[src/rtl/rl_env_pkg.sv]
// Shared types and constants for the grid environment and the Q-learning agent.
// Actions, FSM states, datapath widths and the default reward table.
package rl_env_pkg;

    localparam int STATE_W  = 6;
    localparam int REWARD_W = 16;

    localparam logic [1:0] ACT_UP    = 2'd0;
    localparam logic [1:0] ACT_RIGHT = 2'd1;
    localparam logic [1:0] ACT_DOWN  = 2'd2;
    localparam logic [1:0] ACT_LEFT  = 2'd3;

    typedef enum logic [1:0] {
        IDLE,
        RUN,
        DONE
    } env_state_t;

    // Signed Q8.8
    localparam logic [REWARD_W-1:0] R_GOAL_DEF = 16'h0100;
    localparam logic [REWARD_W-1:0] R_STEP_DEF = 16'hFFF0;
    localparam logic [REWARD_W-1:0] R_WALL_DEF = 16'hFF00;

endpackage

[src/rtl/grid_move_calc.sv]
// Combinational move resolver: target cell of an action and whether it is legal.
// Edges do not wrap; reserved action bits count as a blocked move.
module grid_move_calc
    import rl_env_pkg::*;
#(
    parameter int                 GRID_W     = 8,
    parameter int                 GRID_H     = 8,
    parameter logic [STATE_W-1:0] GOAL_STATE = 6'd63
) (
    input  logic [STATE_W-1:0] state,
    input  logic [3:0]         action,
    input  logic [63:0]        obstacle_map,
    output logic [STATE_W-1:0] target,
    output logic               blocked,
    output logic               at_goal
);

    localparam logic [STATE_W-1:0] W    = STATE_W'(GRID_W);
    localparam logic [STATE_W-1:0] W_M1 = STATE_W'(GRID_W - 1);
    localparam logic [STATE_W-1:0] H_M1 = STATE_W'(GRID_H - 1);
    localparam logic [STATE_W-1:0] ONE  = STATE_W'(1);

    logic [STATE_W-1:0] row;
    logic [STATE_W-1:0] col;
    logic               off_grid;

    assign row = state / W;
    assign col = state % W;

    always_comb begin
        target   = state;
        off_grid = 1'b0;
        case (action[1:0])
            ACT_UP: begin
                off_grid = (row == '0);
                target   = state - W;
            end
            ACT_RIGHT: begin
                off_grid = (col == W_M1);
                target   = state + ONE;
            end
            ACT_DOWN: begin
                off_grid = (row == H_M1);
                target   = state + W;
            end
            ACT_LEFT: begin
                off_grid = (col == '0);
                target   = state - ONE;
            end
            default: ;
        endcase
    end

    // target is meaningless when off_grid, but blocked already covers that case
    assign blocked = (action[3:2] != 2'b00) | off_grid | obstacle_map[target];
    assign at_goal = ~blocked & (target == GOAL_STATE);

endmodule

[src/rtl/grid_env_stepper.sv]
// Grid-world environment stepper closing the loop with the Q-learning agent.
// Applies accepted actions, issues rewards, and restarts episodes on goal/timeout.
module grid_env_stepper
    import rl_env_pkg::*;
#(
    parameter int                  GRID_W      = 8,
    parameter int                  GRID_H      = 8,
    parameter logic [STATE_W-1:0]  START_STATE = 6'd0,
    parameter logic [STATE_W-1:0]  GOAL_STATE  = 6'd63,
    parameter logic [7:0]          MAX_STEPS   = 8'd200,
    parameter logic [REWARD_W-1:0] R_GOAL      = R_GOAL_DEF,
    parameter logic [REWARD_W-1:0] R_STEP      = R_STEP_DEF,
    parameter logic [REWARD_W-1:0] R_WALL      = R_WALL_DEF
) (
    input  logic                clk,
    input  logic                rst,
    input  logic                en,
    input  logic                start,
    input  logic [63:0]         obstacle_map,
    input  logic                action_valid,
    input  logic [3:0]          action,
    output logic                action_ready,
    output logic [STATE_W-1:0]  next_state,
    output logic [REWARD_W-1:0] next_reward,
    output logic                state_valid,
    output logic                episode_done,
    output logic                timeout,
    output logic [7:0]          step_count,
    output logic [15:0]         episode_count
);

    env_state_t          fsm;
    env_state_t          fsm_nxt;
    logic [STATE_W-1:0]  state_d;
    logic [REWARD_W-1:0] reward_d;
    logic                valid_d;
    logic                done_d;
    logic                timeout_d;
    logic [7:0]          steps_d;
    logic [15:0]         episodes_d;

    logic [STATE_W-1:0]  target;
    logic                blocked;
    logic                at_goal;
    logic                accept;

    grid_move_calc #(
        .GRID_W     (GRID_W),
        .GRID_H     (GRID_H),
        .GOAL_STATE (GOAL_STATE)
    ) u_move (
        .state        (next_state),
        .action       (action),
        .obstacle_map (obstacle_map),
        .target       (target),
        .blocked      (blocked),
        .at_goal      (at_goal)
    );

    assign action_ready = (fsm == RUN);
    assign accept       = action_valid & action_ready;

    always_comb begin
        fsm_nxt    = fsm;
        state_d    = next_state;
        reward_d   = next_reward;
        steps_d    = step_count;
        episodes_d = episode_count;
        valid_d    = 1'b0;
        done_d     = 1'b0;
        timeout_d  = 1'b0;
        if (en) begin
            // start overrides everything, including an action in the same cycle
            if (start) begin
                fsm_nxt  = RUN;
                state_d  = START_STATE;
                reward_d = '0;
                steps_d  = '0;
                valid_d  = 1'b1;
            end else begin
                case (fsm)
                    IDLE: ;
                    RUN: begin
                        if (accept) begin
                            valid_d = 1'b1;
                            steps_d = step_count + 8'd1;
                            if (blocked) begin
                                reward_d = R_WALL;
                            end else begin
                                state_d  = target;
                                reward_d = at_goal ? R_GOAL : R_STEP;
                            end
                            if (at_goal) begin
                                done_d  = 1'b1;
                                fsm_nxt = DONE;
                            end else if (steps_d == MAX_STEPS) begin
                                done_d    = 1'b1;
                                timeout_d = 1'b1;
                                fsm_nxt   = DONE;
                            end
                        end
                    end
                    DONE: begin
                        fsm_nxt    = RUN;
                        episodes_d = episode_count + 16'd1;
                        state_d    = START_STATE;
                        reward_d   = '0;
                        steps_d    = '0;
                        valid_d    = 1'b1;
                    end
                    default: fsm_nxt = IDLE;
                endcase
            end
        end
    end

    always_ff @(posedge clk) begin
        if (rst) begin
            fsm           <= IDLE;
            next_state    <= START_STATE;
            next_reward   <= '0;
            state_valid   <= 1'b0;
            episode_done  <= 1'b0;
            timeout       <= 1'b0;
            step_count    <= '0;
            episode_count <= '0;
        end else begin
            fsm           <= fsm_nxt;
            next_state    <= state_d;
            next_reward   <= reward_d;
            state_valid   <= valid_d;
            episode_done  <= done_d;
            timeout       <= timeout_d;
            step_count    <= steps_d;
            episode_count <= episodes_d;
        end
    end

endmodule
[config.mk]
export PLATFORM = sky130hd
export DESIGN_NAME = grid_env_stepper
export DESIGN_NICKNAME = d
export VERILOG_FILES = /design/src/rtl/rl_env_pkg.sv /design/src/rtl/grid_move_calc.sv /design/src/rtl/grid_env_stepper.sv
export SDC_FILE = /design/constraint.sdc
export NUM_CORES = 1
export LEC_CHECK = 0
export ABC_CLOCK_PERIOD_IN_PS = 4000
export BUFFER_PORTS_ARGS = -buffer_cell sky130_fd_sc_hd__buf_2
export CORE_UTILIZATION = 49
export DETAILED_ROUTE_END_ITERATION = 10
export GPL_ROUTABILITY_DRIVEN = 0
export PLACE_DENSITY = 0.81
export SLEW_MARGIN = 30
export SYNTH_ARGS = -nofsm -noshare
export SYNTH_HDL_FRONTEND = slang
export SYNTH_SLANG_ARGS = --single-unit
[constraint.sdc]
create_clock -name clk -period 4 [get_ports clk]
set_input_delay 0.4 -clock clk [delete_from_list [all_inputs] [get_ports clk]]
set_output_delay 0.4 -clock clk [all_outputs]
set_load 0.02 [all_outputs]
==> flow_summary.toml <==
[layout]
final_common_cell = "buf_2"
fillerInstances = 524
regArea_sq_um = 761
multiInputGateArea_sq_um = 2120
layout_common_cells = "buf_2, dfxtp_1, nor2_1, nand2_1, a21oi_1"
antenna_cells = 0
fin_nets = 581
syn2layout_area_growth_pct = 24.2
drive_above_1_share_pct = 32.7
design_area_sq_um = 3820

[floorplan]
fp.dieW_um = 81.3
die_area_sq_um = 6600
pin_count = 123
dieHeight_um = 81.3
initial_core_util_pct = 51.4
core_sq_um = 5990
core.rowCount = 28

[logic_synthesis]
syn_area_sq_um = 3080
netlist_instances = 385
avgSynthCellArea_sq_um = 7.99
synth_edf_count = 0
muxShareOfSynthArea_pct = 9.59
async_reset_ff_share_pct = 0
ys_seq_area_share_pct = 24.7
synthFlopType = "dfxtp_1"
synthAdderAreaFrac_pct = 5.53
synth_top_family_by_area = "simple AND/OR/NAND/NOR gates"
synthXorXnorAreaFrac_pct = 5.65
synth_simple_gate_area_share_pct = 25.4
synth_compound_area_share_pct = 21.9
ys_seq_elements = 38
ys_types = 67
yosys_warnings = 0

[routing]
route.antenna.remaining_nets = 0
wirelength_mm = 8.15
dr.pass1.iters = 5
vias = 3329
drt_iter0_drc = 220
routedWlPerCell_um = 14.3
drcViolationCount = 0
viasPerCell = 5.83

[sta]
post-route-period-util_pct = 90.2
grt_setup_unrepaired = "false"
fmaxAchievable_mhz = 277
skew_ns = 0.00483
setup_tns_ns = 0
tightest_slew_ns = 0.745
setup-violations-final = 0
finalHoldViolCount = 0
slew_headroom_pct = 48.9
timing.final.crit_period_ns = 3.61
drv_slew = 0

[setup_path]
path_cells = "ha_1, o21ai_0, o2bb2ai_1, nor3_1, nor2_1, or4_1, or4_4, a311oi_2, or3_1, a31oi_1"
start_kind = "flop"
cp_data_required_time_ns = 4.17
crit_type = "flop to flop"
cp_max_fo = 11
worst_path_max_delay_cell = "dfxtp_1"
cp_slowest_stage_delay_ns = 0.65
cp_data_arrival_time_ns = 3.77
endpoint_kind = "flop"

[placement]
numPortBuffers = 118
placed_cell_area_sq_um = 3710
hpwl_mm = 6.38

[clocking]
clk_latency_ns = 0.30
cts_tree = "done"
cts_resized = 0
numCtsBuffers = 5
numClockSinks = 38
cts_setup_buffers = 0
cts_hold_buf = 0
cts_max_level = 2
clock_path_buffers = 2
path_clk_slew_ns = 0.08
cts_root_buf = "clkbuf_8"

[grt]
first_global_vias = 3010
grt_max_degree = 34
antenna_found_initial = 0
grt_pass1_wl_mm = 12.8
groute.usage.overall_pct = 24.7
grt_overflow = 0

[power_and_ir_drop]
peakVddDrop_v = 0.000307
p_leak_nw = 1.77
power.density_nw_per_um2 = 243
finalPower_w = 0.000927

[min_path]
hold_class = "input pin to flop"

[flow_run]
maxCapViolCount = 0

[status]
status = "completed"
==> sequential cells by signal, summed over array words and instances, names as in the netlist <==
register	flops
episode_count	16
state_valid	1
fsm	2
episode_done	1
next_reward	3
step_count	8
next_state	6
timeout	1
==> through the flow <==
stage / setup slack (ns) / hold WS, ns / util (%) / instances
global placement: 0.383 / 0.441 / 62.0 / 563
finish: 0.391 / 0.410 / 63.8 / 571
floorplan: 0.340 / 0.476 / - / 388
global route: 0.0794 / 0.402 / 63.8 / 571
detailed placement: 0.250 / 0.447 / 62.0 / 563
CTS: 0.434 / 0.397 / 63.8 / 571
==> worst paths after layout <==
check / start / endpoint / slack, ns / depth (start not counted)
min: en / fsm[0]$_SDFFE_PP0P_ / 0.41 / 3
max: next_state[0]$_SDFFE_PP0P_ / fsm[1]$_SDFFE_PP0P_ / 0.39 / 10
max reg2reg: next_state[0]$_SDFFE_PP0P_ / fsm[1]$_SDFFE_PP0P_ / 0.39 / 10
min reg2reg: next_reward[8]$_SDFFE_PP0P_ / next_reward[8]$_SDFFE_PP0P_ / 0.46 / 2
==> cells by family after synthesis <==
logic type                 Yosys count
xor gates and xnor gates            19
DFF                                 38
and+or+nand+nor                    149
buffers and inverters               42
muxes                               25
AOI/OAI and AO/OA                   98
other                                1
adders and majority gates           13
==> synthesized netlist by cell type (all sizes together), types with 5 or more instances <==
library cell | n | area, sq um
and3 | 8 | 55.1
nand2b | 8 | 50.1
mux2i | 16 | 160
nor3 | 5 | 25.0
nor2b | 10 | 62.6
or3 | 8 | 50.1
nand4 | 11 | 68.8
a21oi | 24 | 120
xor2 | 15 | 131
buf | 18 | 128
nor2 | 37 | 139
inv | 9 | 33.8
o21ai | 19 | 95.1
nand2 | 25 | 93.8
ha | 12 | 150
dfxtp | 38 | 761
a211oi | 11 | 87.6
nand3 | 19 | 95.1
clkbuf | 15 | 56.3
mux2 | 6 | 67.6
a31oi | 5 | 31.3
==> where the power goes <==
part	switching, W	leakage, nW	internal (W)
clock network	0.000141	0.0579	0.000183
logic	0.000116	1.41	0.000101
registers	0.00000445	0.307	0.000382
total	0.000261	1.77	0.000666
==> per-layer routing <==
metal	up-vias	share of wire, %	GRT usage [%]
met1	1536	42	29.6
met5	-	0	0
met2	155	49	43.5
met4	0	1.8	10.0
met3	18	6.3	4.16
li1	1620	-	-
==> final cells by class <==
| cell class | instances | area share [%] |
|---|---|---|
| inverters | 9 | 0.884 |
| multi-input cells | 308 | 55.5 |
| flip-flops and latches | 38 | 19.9 |
| repair buffers | 133 | 18.4 |
| well taps | 75 | 2.45 |
| clock inverters | 3 | 1.05 |
| clock buffers | 5 | 1.80 |
==> critical path, delay by kind of cell (launching register included) <==
kind / cells / cell delay, ns
AND/OR/NAND/NOR: 5 / 1.80
AO/OA/AOI/OAI: 4 / 0.71
flip-flops: 1 / 0.65
adder cells (fa/ha/maj): 1 / 0.31
(Power assumes the default switching activity.)
